`src/rtl/sub_serial_if.sv`:
```
// Handshake and operand/result bundle for the bit-serial subtractor.
interface sub_serial_if #(
   parameter int unsigned WIDTH = 8
);
   logic             en;
   logic [WIDTH-1:0] a;
   logic [WIDTH-1:0] b;
   logic [WIDTH-1:0] out;
   logic             borrow_out;
   logic             busy;
   logic             done;

   modport master (
      output en, a, b,
      input  out, borrow_out, busy, done
   );

   modport slave (
      input  en, a, b,
      output out, borrow_out, busy, done
   );
endinterface

```
`src/rtl/sub_serial.sv`:
```
// Bit-serial subtractor: out = a - b, LSB-first over WIDTH cycles, IDLE/SUB/DONE handshake.
// Define SUB_SERIAL_SAT_EN to clamp an underflowing result to zero.
module sub_serial #(
   parameter int unsigned WIDTH = 8,
   parameter int unsigned CW    = $clog2(WIDTH)
) (
   input logic        clk,
   input logic        rst,
   sub_serial_if.slave bus
);

   typedef enum logic [1:0] {
      IDLE   = 2'd0,
      SUB    = 2'd1,
      DONE   = 2'd2,
      UNUSED = 2'd3
   } state_t;

   state_t           state;
   logic [WIDTH-1:0] a_reg;
   logic [WIDTH-1:0] b_reg;
   logic [WIDTH-1:0] out_q;
   logic [CW-1:0]    count;
   logic             borrow;
   logic             borrow_out_q;
   logic             busy_q;
   logic             done_q;

   logic             diff;
   logic             next_borrow;
   logic             last_bit;

   always_comb begin
      diff        = a_reg[0] ^ b_reg[0] ^ borrow;
      next_borrow = (~a_reg[0] & b_reg[0]) | (~a_reg[0] & borrow) | (b_reg[0] & borrow);
      last_bit    = (count == CW'(WIDTH - 1));
   end

   always_ff @(posedge clk or posedge rst) begin
      if (rst) begin
         state        <= IDLE;
         a_reg        <= '0;
         b_reg        <= '0;
         out_q        <= '0;
         count        <= '0;
         borrow       <= 1'b0;
         borrow_out_q <= 1'b0;
         busy_q       <= 1'b0;
         done_q       <= 1'b0;
      end else begin
         case (state)
            IDLE: begin
               if (bus.en) begin
                  a_reg  <= bus.a;
                  b_reg  <= bus.b;
                  out_q  <= '0;
                  borrow <= 1'b0;
                  count  <= '0;
                  state  <= SUB;
                  busy_q <= 1'b1;
               end
            end
            SUB: begin
               out_q  <= {diff, out_q[WIDTH-1:1]};
               a_reg  <= a_reg >> 1;
               b_reg  <= b_reg >> 1;
               borrow <= next_borrow;
               count  <= count + CW'(1);
               if (last_bit) begin
                  state        <= DONE;
                  busy_q       <= 1'b0;
                  done_q       <= 1'b1;
                  borrow_out_q <= next_borrow;
`ifdef SUB_SERIAL_SAT_EN
                  // Later assignment overrides the shift on the final cycle.
                  if (next_borrow)
                     out_q <= '0;
`endif
               end
            end
            DONE: begin
               if (bus.en) begin
                  state  <= IDLE;
                  done_q <= 1'b0;
               end
            end
            default: begin
               state  <= IDLE;
               busy_q <= 1'b0;
               done_q <= 1'b0;
            end
         endcase
      end
   end

   assign bus.out        = out_q;
   assign bus.borrow_out = borrow_out_q;
   assign bus.busy       = busy_q;
   assign bus.done       = done_q;

endmodule
```
`src/flat_wrapper.sv`:
```
// flat-port wrapper written by rule: the top's interface ports become plain ports
module sub_serial_flat 
#(
   parameter int unsigned WIDTH = 8,
   parameter int unsigned CW    = $clog2(WIDTH)
)
  (clk, rst, bus_en, bus_a, bus_b, bus_out, bus_borrow_out, bus_busy, bus_done);
  sub_serial_if #(.WIDTH(WIDTH)) bus_i ();
  input logic clk;
  input logic rst;
  input wire logic [$bits(bus_i.en)-1:0] bus_en;
  input wire logic [$bits(bus_i.a)-1:0] bus_a;
  input wire logic [$bits(bus_i.b)-1:0] bus_b;
  output wire logic [$bits(bus_i.out)-1:0] bus_out;
  output wire logic [$bits(bus_i.borrow_out)-1:0] bus_borrow_out;
  output wire logic [$bits(bus_i.busy)-1:0] bus_busy;
  output wire logic [$bits(bus_i.done)-1:0] bus_done;
  assign bus_i.en = bus_en;
  assign bus_i.a = bus_a;
  assign bus_i.b = bus_b;
  assign bus_out = bus_i.out;
  assign bus_borrow_out = bus_i.borrow_out;
  assign bus_busy = bus_i.busy;
  assign bus_done = bus_i.done;
  sub_serial #(.WIDTH(WIDTH), .CW(CW)) u_core (.clk(clk), .rst(rst), .bus(bus_i));
endmodule
```
`config.mk`:
```
export PLATFORM = sky130hd
export DESIGN_NAME = sub_serial_flat
export DESIGN_NICKNAME = d
export VERILOG_FILES = /design/src/rtl/sub_serial_if.sv /design/src/rtl/sub_serial.sv /design/src/flat_wrapper.sv
export SDC_FILE = /design/constraint.sdc
export NUM_CORES = 1
export LEC_CHECK = 0
export ABC_AREA = 1
export CORE_ASPECT_RATIO = 1.5
export CORE_MARGIN = 5
export CORE_UTILIZATION = 55
export DETAILED_ROUTE_END_ITERATION = 16
export PLACE_DENSITY = 0.85
export SYNTH_ARGS = -nofsm -noshare
export SYNTH_HDL_FRONTEND = slang
export SYNTH_SLANG_ARGS = --single-unit
```
`constraint.sdc`:
```
create_clock -name clk -period 2.1 [get_ports clk]
set_clock_uncertainty 0.15 [all_clocks]
set_input_delay 0.315 -clock clk [delete_from_list [all_inputs] [get_ports clk]]
set_output_delay 0.315 -clock clk [all_outputs]
set_load 0.01 [all_outputs]
```
After elaboration in Yosys (flattened, before gate mapping)
Cells that the tools add are included.
{"block": "op_classes", "addsub": 1, "muxes": 19, "n_eq_ne": 6, "bitwise_logic": 10, "reduce_logical": 7}
{"operator": "$pmux W8 S2", "count": 3}
{"operator": "$mux W8", "count": 3}
{"operator": "$reduce_and A3 Y1", "count": 3}
{"operator": "$mux W2", "count": 3}
{"operator": "$pmux W1 S3", "count": 2}
{"operator": "$pmux W2 S3", "count": 1}
{"operator": "$pmux W3 S2", "count": 1}
{"operator": "$mux W1", "count": 4}
{"operator": "$ne A2 B2 Y1 const B", "count": 2}
{"operator": "$reduce_and A2 Y1", "count": 2}
{"operator": "$add A3 B1 Y3 const B", "count": 1}
{"operator": "$and A1 B1 Y1", "count": 3}
{"operator": "$eq A3 B3 Y1 const B", "count": 1}
{"operator": "$mux W3", "count": 1}
{"operator": "$not A1 Y1", "count": 3}
{"operator": "$eq A2 B1 Y1 const B", "count": 1}
{"operator": "$eq A2 B2 Y1 const B", "count": 1}
{"operator": "$logic_not A2 Y1", "count": 1}
{"operator": "$ne A2 B1 Y1 const B", "count": 1}
{"operator": "$or A1 B1 Y1", "count": 2}
{"operator": "$pmux W1 S2", "count": 1}
{"operator": "$reduce_bool A2 Y1", "count": 1}
{"operator": "$xor A1 B1 Y1", "count": 2}
{"block": "totals", "regBits": 33, "in_bits": 19, "word_cells": 52, "output_inout_bits": 11}

Longest topological paths before layout
Gate-level depths: netlist of the first run.
{"block": "depth", "depth_word": 5, "ltp_mapped": 6, "mapped_depth_nobuf": 5}

Worst setup path before layout of the first run
OpenSTA, ideal clock, no wires.
{"block": "synth_timing", "path_type": "register -> register", "start": "register u_core.count[0]", "end": "register u_core.done_q (netlist: u_core.bus.done)", "setup_ns": 0.083, "period_less_slack_ns": 1.237, "stages_incl_launch_ff": 6, "setup_slack_ns": 0.863, "n_path_buf": 0, "arrival_time_ns": 1.004, "path_cell_list": "dfrtp_1 -> ha_1 -> ha_1 -> nor2_1 -> nor2_1 -> o21ai_0"}
{"block": "synth_between", "elab_chain_len": 3}
{"element": "start, declared", "line": "sub_serial.sv:23", "rtl": "logic [CW-1:0] count;"}
{"element": "start signal, assigned", "line": "sub_serial.sv:68", "rtl": "count <= count + CW'(1);"}
{"element": "$eq A3 B3 Y1", "line": "sub_serial.sv:36", "rtl": "last_bit = (count == CW'(WIDTH - 1));"}
{"element": "$ne A2 B1 Y1 (no line)"}
{"element": "$reduce_and A3 Y1 (no line)"}
{"element": "end signal, assigned", "line": "sub_serial.sv:49", "rtl": "done_q <= 1'b0;"}
{"element": "end signal, assigned", "line": "sub_serial.sv:72", "rtl": "done_q <= 1'b1;"}
{"element": "end signal, assigned", "line": "sub_serial.sv:84", "rtl": "done_q <= 1'b0;"}
{"element": "end, declared", "line": "sub_serial.sv:27", "rtl": "logic done_q;"}
No other way between the ends.
A chain may end at the register's enable or synchronous reset.

Final worst setup path of the first run
{"block": "layout_timing", "start": "register u_core.out_q[4] (netlist: u_core.bus.out[4])", "end": "output port bus_out[4]"}
{"element": "start, declared", "line": "sub_serial.sv:22", "rtl": "logic [WIDTH-1:0] out_q;"}
{"element": "start signal, assigned", "line": "sub_serial.sv:64", "rtl": "out_q <= {diff, out_q[WIDTH-1:1]};"}
{"element": "end, declared", "line": "flat_wrapper.sv:14", "rtl": "output wire logic [$bits(bus_i.out)-1:0] bus_out;"}
No word-level cell between the ends.

==> run metrics, run 1 <==
most common cell after layout, fill and taps aside=nand2_1; Hold Violations, Final=0; effective utilization at floorplan=0.579; largest net degree at the start of global routing=34; type of the tightest min-delay check=in2async; switching share of total power=0.392; DRC=0; CP top delay family=buffers and inverters; Syn Nets=about 220; number of CTS-inserted buffers=5; Pint=1.73 mW; cells taking the most area after synthesis=dfrtp_1 (52%), nand2_1 (14%), nand3_1 (11%); clock share of power=0.156; Final Setup Violations=0; sort of element at the start of the critical path=flip-flop; critical path arrival=1.21 ns; number of input and output port buffers inserted=29; Antenna Nets Post-Route=0; cell chain of the critical path=clkdlybuf4s50_1; Bufs on Longest Clock Path=2; Resize count post-CTS=0; number of global-route vias before repair=1288; areal power density over the cells=1420 nW/um^2; share of power burned in combinational logic=0.452; layout cells sized above 1=0.0726; Placement Rows=23; setup TNS after final layout=0 ns; buffer type at the clock tree root=clkbuf_8; setup repair after global routing missed its margin=false; slew at the pin closest to its max-slew limit=0.403 ns; maximum fanout count along the critical path=3; HPWL after DPL=2.34 mm; Max stage delay cell, worst path=clkdlybuf4s50_1; number of max-slew violations in the final report=0; post-CTS setup buffer count=0; Boundary Pins=30; sequential fraction of the synthesis area=0.522; Wirelength per Cell=12.0 um; count of unique library cells instantiated by Yosys=18; clock latency on the worst-skew pair=0.28 ns; clock slew at reported path FFs=0.06 ns; status=finished, final reports clean; # H-tree levels=2; die area=4070 um^2; sequential share of power=0.392; drt first-iter violations=34; final routed wirelength across all metal layers=3.25 mm; global-route wire length before repair=5.68 mm; Net Sw Power=1.12 mW; required time at the worst-slack endpoint=1.63 ns; power consumption=~2.8 mW; Gate Count Post-Synth=201; Bufs and invs on worst path=1; vias after detailed routing=1348; Tot GR Track Use=0.193; router iterations before antenna repair=4; critical path class=reg2out; endpoint kind of the worst setup timing path=primary output; top cell type by total area after synthesis=dfrtp_1; worst supply voltage drop on vdd=0.839 mV; Placeable Area=approximately 2700 um^2; post-synthesis sequential element count=33; floorplan die height=75.7 um; Area growth, synth to finish=26.9%; routability congestion estimate=0.784; TritonCTS clock tree=done; fraction of synthesized cell area taken by the top area cell type=0.522; final net count=255; hold_buf cts=0; TritonCTS sink count=33; Max stage delay on crit path=0.55 ns; final cycle utilization of the critical path=0.797; synthesis warning total=0; Max Clk Rate=between 0.5 and 0.6 GHz; highest-count cells in the layout ignoring fill and taps=nand2_1 (60), nand3_1 (36), inv_1 (35); max-capacitance violation count=0; Mapped Area=1580 um^2; minimum clock period=~1.7 ns; leakage power=1.06 nW; floorplan die width=53.8 um; fill cell instance count of the final layout=217; worst-case headroom to the max-slew limit=0.731; GR Overflow Total=0; diodes inserted=0; initial antenna violation count=0; Avg Inst Size Synth=7.87 um^2; number of vias per cell after detailed routing=4.97
area by class of cell:
class,count,area (um^2),area share
sequential,33,826,0.411
multi-input combinational,122,571,0.284
timing repair buffer,35,348,0.173
inverter,36,135,0.0673
clock buffer,6,72.6,0.0361
tap,37,46.3,0.0231
clock inverter,2,10.0,0.00498
cell families (layout without fill, tap and decap cells):
| group | count (synthesis) | count (layout) | share of synthesized area |
|---|---|---|---|
| DFF | 33 | 33 | 0.522 |
| buffers and inverters | 46 | 79 | 0.118 |
| adders and majority gates | 3 | 3 | 0.0285 |
| and+or+nand+nor | 105 | 105 | 0.285 |
| AOI/OAI and AO/OA | 14 | 14 | 0.0466 |
per-stage QoR:
stage | setup WS [ns] | hold slack, ns | utilization | instances | instance area, um^2
global placement | 0.382 | 0.318 | 0.704 | 263 | 1930
detailed placement | 0.300 | 0.326 | 0.704 | 263 | 1930
global route | 0.360 | 0.343 | 0.735 | 271 | 2010
finish | 0.426 | 0.265 | 0.735 | 271 | 2010
CTS | 0.409 | 0.275 | 0.735 | 271 | 2010
floorplan | 0.863 | 0.260 | - | 201 | 1580
cell usage after synthesis:
cell type,number
nor2_4,1
nor2_1,6
fa_1,1
buf_2,8
nand3_1,36
nand2_2,2
o22ai_1,1
buf_4,1
o31ai_1,1
clkbuf_1,1
ha_1,2
nand2_1,60
inv_2,1
inv_1,35
dfrtp_1,33
o21ai_1,7
o21ai_0,4
a21oi_1,1
power by group through the flow:
stage                     combinational, mW  sequential, mW  clock (mW)
after floorplan                       0.825            1.12           0
after global placement                 1.25            1.12           0
after detailed placement               1.30            1.12           0
after CTS                              1.31            1.12       0.452
after global routing                   1.47            1.15       0.485
final                                  1.29            1.12       0.444
routing by layer:
metal | GRT usage | routed length [um] | up-vias | share of wire
li1 | - | - | 678 | -
met3 | 0.0470 | 164 | 4 | 0.051
met4 | 0.0767 | 47 | 0 | 0.014
met5 | 0 | 0 | - | 0
met2 | 0.322 | 1750 | 30 | 0.54
met1 | 0.236 | 1290 | 636 | 0.40
final timing paths:
| check | start | endpoint | cells after the start | slack (ns) |
|---|---|---|---|---|
| max | u_core.bus.out[4]$_DFFE_PP0P_ | bus_out[4] | 1 | 0.43 |
| min | rst | u_core.count[0]$_DFFE_PP0P_ | 3 | 0.27 |
| max reg2reg | u_core.state[1]$_DFFE_PP0P_ | u_core.a_reg[5]$_DFFE_PP0P_ | 6 | 0.58 |
| min reg2reg | u_core.bus.borrow_out$_DFFE_PP0P_ | u_core.bus.borrow_out$_DFFE_PP0P_ | 2 | 0.34 |
| max in group asynchronous | rst | u_core.b_reg[4]$_DFFE_PP0P_ | 3 | 1.24 |
| min in group clk | u_core.bus.borrow_out$_DFFE_PP0P_ | u_core.bus.borrow_out$_DFFE_PP0P_ | 2 | 0.34 |
worst register-to-register path, stage by stage, from the launching register on:
cell	delay (ns)
dfrtp_1	0.44
inv_2	0.11
nand2_2	0.19
nand2_1	0.14
buf_4	0.25
nand3_1	0.11
nand2_1	0.08
No activity file was read; power rests on OpenSTA's default activity.
==> run 2, diff against run 1 <==
- CORE_UTILIZATION: 55 -> 51
- PLACE_DENSITY: 0.85 -> 0.79
- clock period: 2.1 -> 1.63 ns (I/O delays scaled with it)
==> run 2 against run 1 <==
Net effect: worst hold slack lost 0.12 ns; total power grew 37%; final cell count grew 1.8%; sequential cell count is the same; setup slack lost 0.38 ns; non-clock buffer count grew 3; critical endpoint is now bus_out[0].
==> run metrics, run 2 (synthesis results as in run 1) <==
global-route wire length before repair=approximately 5.7 mm; number of global-route vias before repair=1289; drt first-iter violations=43; Finished Layout Cells=276; Max stage delay cell, worst path=clkdlybuf4s50_1; Antenna Nets Post-Route=0; max-capacitance violation count=0; clock latency on the worst-skew pair=about 0.28 ns; highest-count cells in the layout ignoring fill and taps=nand2_1 (60), nand3_1 (36), inv_1 (35); layout cells sized above 1=0.0844; router iterations before antenna repair=4; leakage power=1.17 nW; Max Clk Rate=about 0.63 GHz; effective utilization at floorplan=0.538; # H-tree levels=2; number of input and output port buffers inserted=29; HPWL after DPL=about 2.3 mm; TritonCTS clock tree=done; number of CTS-inserted buffers=5; type of the tightest min-delay check=in2async; Placeable Area=~2900 um^2; Hold Violations, Final=0; areal power density over the cells=1870 nW/um^2; CP top delay family=buffers and inverters; Boundary Pins=30; setup TNS after final layout=0 ns; most common cell after layout, fill and taps aside=nand2_1; endpoint kind of the worst setup timing path=primary output; final routed wirelength across all metal layers=3.34 mm; maximum fanout count along the critical path=2; worst supply voltage drop on vdd=1.12 mV; clock slew at reported path FFs=0.07 ns; critical path class=reg2out; number of vias per cell after detailed routing=between 4 and 5; diodes inserted=0; Wirelength per Cell=12.1 um; floorplan die width=approximately 55 um; slew at the pin closest to its max-slew limit=0.260 ns; total placed cells including tap cells=268; Hold Slack=0.142 ns; Placement Rows=24; Bufs and invs on worst path=1; Area growth, synth to finish=32.2%; status=finished, final reports clean; number of max-slew violations in the final report=0; final cycle utilization of the critical path=0.969; cell chain of the critical path=clkdlybuf4s50_1; buffer type at the clock tree root=clkbuf_8; least setup slack across all paths after layout=about 0.05 ns; worst-case headroom to the max-slew limit=0.827; largest net degree at the start of global routing=34; core utilization of the finished layout=0.711; setup repair after global routing missed its margin=false; floorplan die height=78.2 um; vias after detailed routing=1358; DRC=0; Final Setup Violations=0; critical path arrival=between 1 and 1.5 ns; Tot GR Track Use=0.169; required time at the worst-slack endpoint=about 1.2 ns; minimum clock period=1.58 ns; die area=4340 um^2; initial antenna violation count=0; Max stage delay on crit path=0.55 ns; GR Overflow Total=0; sort of element at the start of the critical path=flip-flop; Bufs on Longest Clock Path=2; routability congestion estimate=between 0.7 and 0.8; fill cell instance count of the final layout=243; final net count=between 200 and 300; worst slack, placed=~0.06 ns; TritonCTS sink count=33
## run 2: cell count changes in the layout (fill, tap and decap cells not counted)
| cell | previous run | this run |
|---|---|---|
| clkdlybuf4s50_1 | 29 | 24 |
| dlymetal6s2s_1 | 0 | 5 |
| buf_4 | 5 | 7 |
| clkinv_2 | 2 | 0 |
| buf_12 | 1 | 2 |
| bufinv_16 | 0 | 1 |
| clkbuf_8 | 5 | 6 |
## run 2: what timing repair did
item | in CTS | in global routing
resized for setup | 0 | 5
hold buffers | 0 | 0
endpoints found under the setup margin | 0 | 5
buffers inserted | 0 | 0
## run 2: layer usage
metal / up-vias / share of wire / GRT usage
li1: 683 / - / -
met1: 636 / 0.42 / 0.196
met2: 33 / 0.51 / 0.287
met3: 6 / 0.045 / 0.0476
met4: 0 / 0.020 / 0.0827
met5: - / 0 / 0
## run 2: cell type report
class	instances	area (um^2)	share of cell area
Timing Repair Buffer	38	395	0.189
Inverter	36	135	0.0646
Tap cell	39	48.8	0.0233
Sequential cell	33	826	0.395
Clock buffer	7	86.3	0.0413
Clock inverter	1	30.0	0.0144
Multi-Input combinational cell	122	571	0.273
## run 2: path summary, 6_finish.rpt
path / startpoint / endpoint / slack [ns] / cells past startpoint
max: u_core.bus.out[0]$_DFFE_PP0P_ / bus_out[0] / 0.05 / 1
min: rst / u_core.a_reg[4]$_DFFE_PP0P_ / 0.14 / 3
max reg2reg: u_core.state[0]$_DFFE_PP0P_ / u_core.bus.borrow_out$_DFFE_PP0P_ / 0.24 / 6
min reg2reg: u_core.count[0]$_DFFE_PP0P_ / u_core.count[0]$_DFFE_PP0P_ / 0.33 / 1
max in group asynchronous: rst / u_core.bus.out[6]$_DFFE_PP0P_ / 1.00 / 3
min in group clk: u_core.count[0]$_DFFE_PP0P_ / u_core.count[0]$_DFFE_PP0P_ / 0.33 / 1
## run 2: stage by stage
step | area [um^2] | total power, mW
after floorplan | 1580 | 2.51
after global placement | 1960 | 3.08
after detailed placement | 1960 | 3.14
after CTS | 2080 | 3.95
after global routing | 2090 | 4.25
final | 2090 | 3.90
## run 2: power by group
group / switching [mW] / total (mW) / internal (mW)
combinational: 0.944 / 1.69 / 0.743
clock: 0.291 / 0.789 / 0.498
sequential: 0.221 / 1.43 / 1.20
total: 1.46 / 3.90 / 2.45
## run 2: worst register-to-register path: stages (launching register included)
cell and delay, ns:
dfrtp_1 0.38, buf_4 0.16, inv_1 0.08, nor2_4 0.21, nand2_1 0.15, nand2_1 0.08
o21ai_0 0.07
==> run 3, diff against run 2 <==
- TNS_END_PERCENT: unset -> 30
==> results of run 3 <==
Final layout, timing and power as in run 2 (identical DEF).
